[src/rtl/alarm_ctrl.sv]
// alarm_ctrl: alarm stage for the 24-hour clock.
// Holds a user-set HH:MM alarm, detects the match against the running time, and rings the
// beeper. While ringing, the alarm supports snooze and stops by itself after a set time.
// It also exports the alarm digits and blink enables so the top level can show the alarm while
// it is being set.
//
// Ports:
//   CLK, RST           clock; synchronous active-low reset
//   en1hz, sig2hz      1 Hz one-cycle tick; 2 Hz square wave for blink and beep
//   hour10..sec1       current time, BCD
//   almset             enter set mode / advance field
//   almadj             increment field / snooze
//   almoff             toggle armed / stop ring
//   alm_hour10..min1   alarm time, BCD
//   almdisp            high while the alarm is being set
//   houron, minon      digit display enables (blink on the field under edit)
//   armed, buzz        armed indicator, beeper drive
//
// Optional feature macro: ALARM_SNOOZE_LIMIT_EN limits snoozes to SNOOZE_MAX per alarm event.
module alarm_ctrl #(
  parameter int unsigned RING_SEC   = 60,
  parameter int unsigned SNOOZE_SEC = 300,
  parameter int unsigned SNOOZE_MAX = 3
) (
  input  logic       CLK,
  input  logic       RST,
  input  logic       en1hz,
  input  logic       sig2hz,
  input  logic [1:0] hour10,
  input  logic [3:0] hour1,
  input  logic [2:0] min10,
  input  logic [3:0] min1,
  input  logic [2:0] sec10,
  input  logic [3:0] sec1,
  input  logic       almset,
  input  logic       almadj,
  input  logic       almoff,
  output logic [1:0] alm_hour10,
  output logic [3:0] alm_hour1,
  output logic [2:0] alm_min10,
  output logic [3:0] alm_min1,
  output logic       almdisp,
  output logic       houron,
  output logic       minon,
  output logic       armed,
  output logic       buzz
);

  localparam logic [8:0] RingLim   = RING_SEC[8:0];
  localparam logic [8:0] SnoozeLim = SNOOZE_SEC[8:0];

  typedef enum logic [2:0] {StNormal, StSetHour, StSetMin, StRing, StSnooze} state_e;

  state_e     state_q, state_d;
  logic [1:0] ah10_q, ah10_d;
  logic [3:0] ah1_q, ah1_d;
  logic [2:0] am10_q, am10_d;
  logic [3:0] am1_q, am1_d;
  logic       armed_q, armed_d;
  logic       match_q, match_d;
  logic [8:0] sec_cnt_q, sec_cnt_d;
  logic [8:0] sec_cnt_inc;
  logic       match_rise;
  logic       snooze_ok;

`ifdef ALARM_SNOOZE_LIMIT_EN
  localparam logic [7:0] SnzMax = SNOOZE_MAX[7:0];
  logic [7:0] snz_cnt_q, snz_cnt_d;
`else
  logic unused_snooze_max;
  assign unused_snooze_max = ^SNOOZE_MAX;
`endif

  always_comb begin
    match_d     = ({hour10, hour1, min10, min1} == {ah10_q, ah1_q, am10_q, am1_q}) &&
                  (sec10 == 3'd0) && (sec1 == 4'd0);
    // Only the first cycle of a match may trigger, so stopping during :00 does not re-ring.
    match_rise  = match_d & ~match_q;
    sec_cnt_inc = sec_cnt_q + 9'd1;
    state_d     = state_q;
    ah10_d      = ah10_q;
    ah1_d       = ah1_q;
    am10_d      = am10_q;
    am1_d       = am1_q;
    armed_d     = armed_q;
    sec_cnt_d   = sec_cnt_q;
`ifdef ALARM_SNOOZE_LIMIT_EN
    snz_cnt_d   = snz_cnt_q;
    snooze_ok   = (snz_cnt_q != SnzMax);
`else
    snooze_ok   = 1'b1;
`endif

    unique case (state_q)
      StNormal: begin
        if (almoff) begin
          armed_d = ~armed_q;
        end else if (almset) begin
          state_d = StSetHour;
        end else if (armed_q && match_rise) begin
          state_d = StRing;
        end
      end
      StSetHour: begin
        if (almset) begin
          state_d = StSetMin;
        end else if (almadj) begin
          if (ah10_q == 2'd2 && ah1_q == 4'd3) begin
            ah10_d = 2'd0;
            ah1_d  = 4'd0;
          end else if (ah1_q == 4'd9) begin
            ah10_d = ah10_q + 2'd1;
            ah1_d  = 4'd0;
          end else begin
            ah1_d = ah1_q + 4'd1;
          end
        end
      end
      StSetMin: begin
        if (almset) begin
          state_d = StNormal;
          armed_d = 1'b1;
        end else if (almadj) begin
          if (am1_q == 4'd9) begin
            am1_d  = 4'd0;
            am10_d = (am10_q == 3'd5) ? 3'd0 : am10_q + 3'd1;
          end else begin
            am1_d = am1_q + 4'd1;
          end
        end
      end
      StRing: begin
        if (almoff) begin
          state_d = StNormal;
        end else if (almadj && snooze_ok) begin
          state_d = StSnooze;
        end else if (en1hz) begin
          if (sec_cnt_inc == RingLim) state_d = StNormal;
          else                        sec_cnt_d = sec_cnt_inc;
        end
      end
      StSnooze: begin
        if (almoff) begin
          state_d = StNormal;
        end else if (en1hz) begin
          if (sec_cnt_inc == SnoozeLim) state_d = StRing;
          else                          sec_cnt_d = sec_cnt_inc;
        end
      end
      default: state_d = StNormal;
    endcase

    // One shared seconds counter: every state change restarts it.
    if (state_d != state_q) sec_cnt_d = '0;

`ifdef ALARM_SNOOZE_LIMIT_EN
    if (state_q == StRing && state_d == StSnooze) snz_cnt_d = snz_cnt_q + 8'd1;
    if (state_q != StNormal && state_d == StNormal) snz_cnt_d = '0;
`endif
  end

  always_ff @(posedge CLK) begin
    if (!RST) begin
      state_q   <= StNormal;
      ah10_q    <= '0;
      ah1_q     <= '0;
      am10_q    <= '0;
      am1_q     <= '0;
      armed_q   <= 1'b0;
      match_q   <= 1'b0;
      sec_cnt_q <= '0;
`ifdef ALARM_SNOOZE_LIMIT_EN
      snz_cnt_q <= '0;
`endif
    end else begin
      state_q   <= state_d;
      ah10_q    <= ah10_d;
      ah1_q     <= ah1_d;
      am10_q    <= am10_d;
      am1_q     <= am1_d;
      armed_q   <= armed_d;
      match_q   <= match_d;
      sec_cnt_q <= sec_cnt_d;
`ifdef ALARM_SNOOZE_LIMIT_EN
      snz_cnt_q <= snz_cnt_d;
`endif
    end
  end

  assign alm_hour10 = ah10_q;
  assign alm_hour1  = ah1_q;
  assign alm_min10  = am10_q;
  assign alm_min1   = am1_q;
  assign armed      = armed_q;
  assign almdisp    = (state_q == StSetHour) || (state_q == StSetMin);
  assign houron     = (state_q != StSetHour) || sig2hz;
  assign minon      = (state_q != StSetMin) || sig2hz;
  assign buzz       = (state_q == StRing) && sig2hz;

endmodule

[config.mk]
export PLATFORM = sky130hd
export DESIGN_NAME = alarm_ctrl
export DESIGN_NICKNAME = d
export VERILOG_FILES = /design/src/rtl/alarm_ctrl.sv
export SDC_FILE = /design/constraint.sdc
export NUM_CORES = 1
export LEC_CHECK = 0
export CAP_MARGIN = 20
export CORE_MARGIN = 4
export CORE_UTILIZATION = 53
export DETAILED_ROUTE_END_ITERATION = 16
export PLACE_DENSITY = 0.86
export SYNTH_ARGS = -nofsm -noshare
export SYNTH_HDL_FRONTEND = slang
export SYNTH_SLANG_ARGS = --single-unit
[constraint.sdc]
create_clock -name CLK -period 3.7 [get_ports CLK]
set_input_delay 0.74 -clock CLK [delete_from_list [all_inputs] [get_ports CLK]]
set_output_delay 0.74 -clock CLK [all_outputs]
set_load 0.02 [all_outputs]
* Word-level counts from Yosys, hierarchy flattened
Index checks and enable logic that the tools add are counted.
Cells by class: equal/unequal tests 24, bitwise logic cells 5, muxes and demuxes 30, reductions and logical operators 21, add/sub/neg operators 5
Operator list (number):
- two-way mux 9 bit | 7
- two-way mux 3 bit | 13
- inequality test 2 bit, second input constant | 9
- one-hot mux 9 bit (2 select lines) | 1
- one-hot mux 3 bit (5 select lines) | 1
- equality test 13 bit | 1
- two-way mux 4 bit | 3
- adder 9 x 1 -> 9 bit, second input constant | 1
- equality test 9 x 6 -> 1 bit, second input constant | 1
- equality test 9 bit, second input constant | 1
- AND reduction 3 bit | 3
- adder 4 x 1 -> 4 bit, second input constant | 2
- equality test 4 bit, second input constant | 2
- AND reduction 4 bit | 2
- AND reduction 8 bit | 1
- equality test 3 x 2 -> 1 bit, second input constant | 2
- equality test 3 bit, second input constant | 2
- logical NOT 3 bit | 2
- nonzero test 2 bit | 3
- logical AND 1 bit | 5
- equality test 4 x 2 -> 1 bit, second input constant | 1
- logical NOT 4 bit | 1
- two-way mux 2 bit | 2
- NOT 1 bit | 4
- 12 further kinds | 15
Word-level totals: word-level logic and storage cells 93, output and inout bits 18, register bits 27, bits of input ports 27

* Longest topological paths before layout
depth in word-level cells 11, gate-level depth with buffers 10, mapped depth without buffers 8

* Worst setup path before layout
OpenSTA, ideal clock, no wires.
kind input port to flip-flop, start point input port sec10[1], end point register sec_cnt_q[2], slack 1001 ps, data required time 3558 ps, setup time 142 ps, arrival time 2557 ps, path buffers 0, stages 7, path through or4_1 nor4_1 nand4_1 a2111oi_2 a2111oi_4 mux2i_2 nor4_1
On the way: word-level cells in the longest chain between the ends 11
Ends and longest elaborated chain:
- start, declared | line 33 | input logic [2:0] sec10,
- logical NOT 3 bit | line 76 | (sec10 == 3'd0) && (sec1 == 4'd0);
- logical AND 1 bit | line 75 | match_d = ({hour10, hour1, min10, min1} == {ah10_q, ah1_q, am10_q, am1_q}) &&
- logical AND 1 bit | line 76
- AND 1 bit | line 78 | match_rise = match_d & ~match_q;
- logical AND 1 bit | line 100 | end else if (armed_q && match_rise) begin
- two-way mux 3 bit | line 100
- two-way mux 3 bit | line 98 | end else if (almset) begin
- two-way mux 3 bit | line 96 | if (almoff) begin
- one-hot mux 3 bit (5 select lines) | line 94 | unique case (state_q)
- inequality test 3 bit | line 154 | if (state_d != state_q) sec_cnt_d = '0;
- OR reduction 2 bit (no line)
- end signal, assigned | line 183 | sec_cnt_q <= sec_cnt_d;
- end, declared | line 61 | logic [8:0] sec_cnt_q, sec_cnt_d;
Every way passes these cells. A chain may end at the register's enable or synchronous reset.

* Final worst setup path
Same ends and word-level chain as after synthesis.

==> flow_metrics.env <==
export IMPL_r2r_end="sec_cnt_q[2]$_SDFFE_PP0P_"
export IMPL_postPlaceCellArea_um2=2300
export IMPL_placed_cells_incl_taps=306
export IMPL_detailedRoute_firstPassIterationCount=4
export IMPL_max_cap_violations=0
export IMPL_power_total_mw=0.521
export IMPL_antenna_found_initial=0
export IMPL_drt_wl_total_mm=4.35
export IMPL_antennaDiodeCount=0
export IMPL_number_of_synthesized_flops_with_an_enable_pin=0
export IMPL_post_synth_xor_area_fraction=0.124
export IMPL_synth_adder_area_share=0.0273
export IMPL_timing_critical_path_from_type="input pin"
export IMPL_synth_area_mux_share=0.0184
export IMPL_synth_warnings=0
export IMPL_place_worst_setup_slack_ps=360
export IMPL_post_layout_nonfiller_instances=310
export IMPL_post_cts_resized_instances=0
export IMPL_route_detailed_drc=0
export IMPL_ioPinCount=45
export IMPL_irDropWorstVdd_v=0.000149
export IMPL_outcome="completed"
export IMPL_timing_critical_path_arrival_ps=3180
export IMPL_postSynth_topFlopCell="dfxtp_1"
export IMPL_cts_buffers=3
export IMPL_critical_path_class="input pin to flop"
export IMPL_detail_route_wl_per_cell_um=14.0
export IMPL_finalWeightedCongestion=0.813
export IMPL_synth_largest_type_area_fraction=0.295
export IMPL_floorplan_die_area_um2=4460
export IMPL_die_extent_in_y_um=66.8
export IMPL_final_hold_viol_count=0
export IMPL_synth_top_area_cell="dfxtp_1"
export IMPL_worst_hold_slack_ps=540
export IMPL_detail_route_vias_per_cell=5.77
export IMPL_dpl_hpwl_mm=3.38
export IMPL_hold_path_class="flop to flop"
export IMPL_groute_usage_overall=0.209
export IMPL_power_frac_comb=0.169
export IMPL_clock_path_buffers=2
export IMPL_finalMaxSlewViolations=0
export IMPL_design_final_nets=296
export IMPL_synthTopCellsByArea="dfxtp_1 (29%), xnor2_1 (6.2%), xor2_1 (6.2%)"
export IMPL_worstHoldPathCells=2
export IMPL_horizontal_die_dimension_um=66.8
export IMPL_area_growth_synth_to_final_pct=27.0
export IMPL_synthMostInstantiatedCell="dfxtp_1"
export IMPL_critical_path_reg2reg_startpoint="sec_cnt_q[0]$_SDFFE_PP0P_"
export IMPL_detailedRoute_firstIterationViolations=139
export IMPL_layout_setup_ws_ps=729
export IMPL_synth_yosys_seq_area_share=0.295
export IMPL_floorplan_core_area_um2=3340
export IMPL_grt_first_pass_wirelength_mm=7.29
export IMPL_cp_end_kind="flop"
export IMPL_unrepaired_setup_endpoints_after_global_routing="no"
export IMPL_tightest_slew_ps=579
export IMPL_cp_slowest_cell="or4_1"
export IMPL_max_clock_freq_mhz=337
export IMPL_cts_reportedPaths_clkPinSlew_ps=140
export IMPL_largest_incremental_delay_on_the_critical_path_ps=510
export IMPL_post_synth_instance_area_um2=1830
export IMPL_asyncSetResetFlopFracSynth=0
export IMPL_vias=1788
export IMPL_relSlewSlack=0.609
export IMPL_portBuffers=44
export IMPL_initial_utilization=0.549
export IMPL_cts_tree="built"
export IMPL_final_min_clock_period_ps=2970
export IMPL_critical_path_cell_sequence="clkdlybuf4s50_1 -> or4_1 -> nor4_1 -> nand4_1 -> a2111oi_2 -> a2111oi_4 -> mux2i_2 -> nor4_1"
export IMPL_ff2ff_path_depth=8
export IMPL_timing_hold_worst_endpoint="alm_min10[2]$_SDFFE_PN0P_"
export IMPL_share_seq_of_total_power=0.578
export IMPL_finalCoreUtilization=0.698
export IMPL_synth_cells=224
export IMPL_timing_final_crit_share=0.803
export IMPL_overflow=0
export IMPL_power_density_nw_per_um2=224
export IMPL_internal_power_mw=0.383
export IMPL_clk_latency_ps=330
export IMPL_number_of_synthesized_register_bits=27
export IMPL_p_sw_mw=0.138
export IMPL_syn_area_per_cell_um2=8.18
export IMPL_p_sw_frac=0.264
export IMPL_clock_skew_final_ps=10.2
export IMPL_reg2reg_slack_ps=760
export IMPL_largest_family_of_logic_cells_by_synthesized_area="simple AND/OR/NAND/NOR gates"
export IMPL_number_of_global_route_vias_before_repair=1693
export IMPL_hold_path_startpoint="alm_min10[2]$_SDFFE_PN0P_"
export IMPL_ant_nets=0
export IMPL_hold_buffers=0
export IMPL_synth_cells_most_frequent="dfxtp_1 (27), nor2_1 (22), nand2_1 (14)"
export IMPL_crit_path_max_fanout=9
export IMPL_cts_root_buffer_cell="clkbuf_4"
export IMPL_crit_path_frequent_cell="nor4_1"
export IMPL_synth_compound_gate_area_share=0.201
export IMPL_post_cts_buffers=0
export IMPL_postLayoutCellArea_um2=2330
export IMPL_final_layout_size_suffix_gt1_frac=0.0530
export IMPL_setup_viol_count_final=0
export IMPL_grt_start_max_net_pins=17
export IMPL_setup_tns_final_ps=0
export IMPL_clock_sinks=27
export IMPL_leakage_nw=0.802
export IMPL_post_synth_and_or_nand_nor_area_fraction=0.291
export IMPL_fp_row_count=21
export IMPL_yosysUniqueCellTypes=47
export IMPL_clkPwrFrac=0.254
export IMPL_h_tree_depth=1
export IMPL_synth_net_count=255
export IMPL_worstPathRequired_ps=3910
state kept, by name, indices dropped and copies added, names as in the netlist:
| signal | flops |
|---|---|
| sec_cnt_q | 9 |
| state_q | 3 |
| alm_hour1 | 4 |
| alm_min10 | 3 |
| armed | 1 |
| alm_min1 | 4 |
| match_q | 1 |
| alm_hour10 | 2 |
critical path, delay by kind of cell:
family / cells / cell delay, ps
buffers and inverters: 1 / 400
and+or+nand+nor: 4 / 1040
AOI/OAI and AO/OA: 2 / 570
muxes: 1 / 420
cells by family (layout without fill, tap and decap cells):
family | after synthesis | count (layout)
buffers and inverters | 18 | 58
AO/OA/AOI/OAI | 47 | 47
flip-flops | 27 | 27
multiplexers | 3 | 3
AND/OR/NAND/NOR | 99 | 99
adder cells (fa/ha/maj) | 4 | 4
XOR/XNOR | 26 | 26
worst max-delay path by stage:
stage,startpoint,slack [ps],endpoint
global route,sec10[1],500,sec_cnt_q[8]$_SDFFE_PP0P_
detailed placement,sec10[1],360,sec_cnt_q[2]$_SDFFE_PP0P_
floorplan,sec10[1],1000,sec_cnt_q[2]$_SDFFE_PP0P_
finish,sec10[1],730,sec_cnt_q[2]$_SDFFE_PP0P_
CTS,sec10[1],720,sec_cnt_q[2]$_SDFFE_PP0P_
global placement,sec10[1],460,sec_cnt_q[8]$_SDFFE_PP0P_
per-layer routing:
layer | wire length (um) | vias to the layer above | GRT usage
met5 | 0 | - | 0
li1 | - | 896 | -
met2 | 2030 | 56 | 0.351
met1 | 1970 | 830 | 0.268
met4 | 63 | 0 | 0.0609
met3 | 281 | 6 | 0.0422
power groups by stage:
stage                     registers [mW]  logic [mW]  clock network (mW)
after CTS                          0.301      0.0884               0.136
after detailed placement           0.307      0.0881                   0
after global placement             0.307      0.0864                   0
final                              0.301      0.0878               0.132
after global routing               0.302      0.0960               0.143
after floorplan                    0.306      0.0394                   0
placed cells by master, fill, tap and decap left out, types with 3 or more instances in the layout:
| master | n |
|---|---|
| ha_1 | 4 |
| dfxtp_1 | 27 |
| clkdlybuf4s50_1 | 44 |
| nor3_1 | 12 |
| and3_1 | 7 |
| nand4_1 | 5 |
| nor2_1 | 22 |
| nor2b_1 | 5 |
| a21oi_1 | 13 |
| inv_1 | 7 |
| nand4b_1 | 3 |
| a211oi_1 | 4 |
| xnor2_1 | 13 |
| clkbuf_4 | 3 |
| nand2_1 | 14 |
| nand3_1 | 7 |
| nor4_1 | 6 |
| o21ai_0 | 10 |
| nand3b_1 | 5 |
| xor2_1 | 13 |
area by class of cell:
class	count	area, um^2
Tap cell	46	57.6
Clock inverter	1	7.51
Clock buffer	3	22.5
Fill cell	282	1010
Sequential cell	27	541
Multi-Input combinational cell	179	1210
Inverter	8	30.0
Timing Repair Buffer	46	455
(Power assumes the default switching activity.)
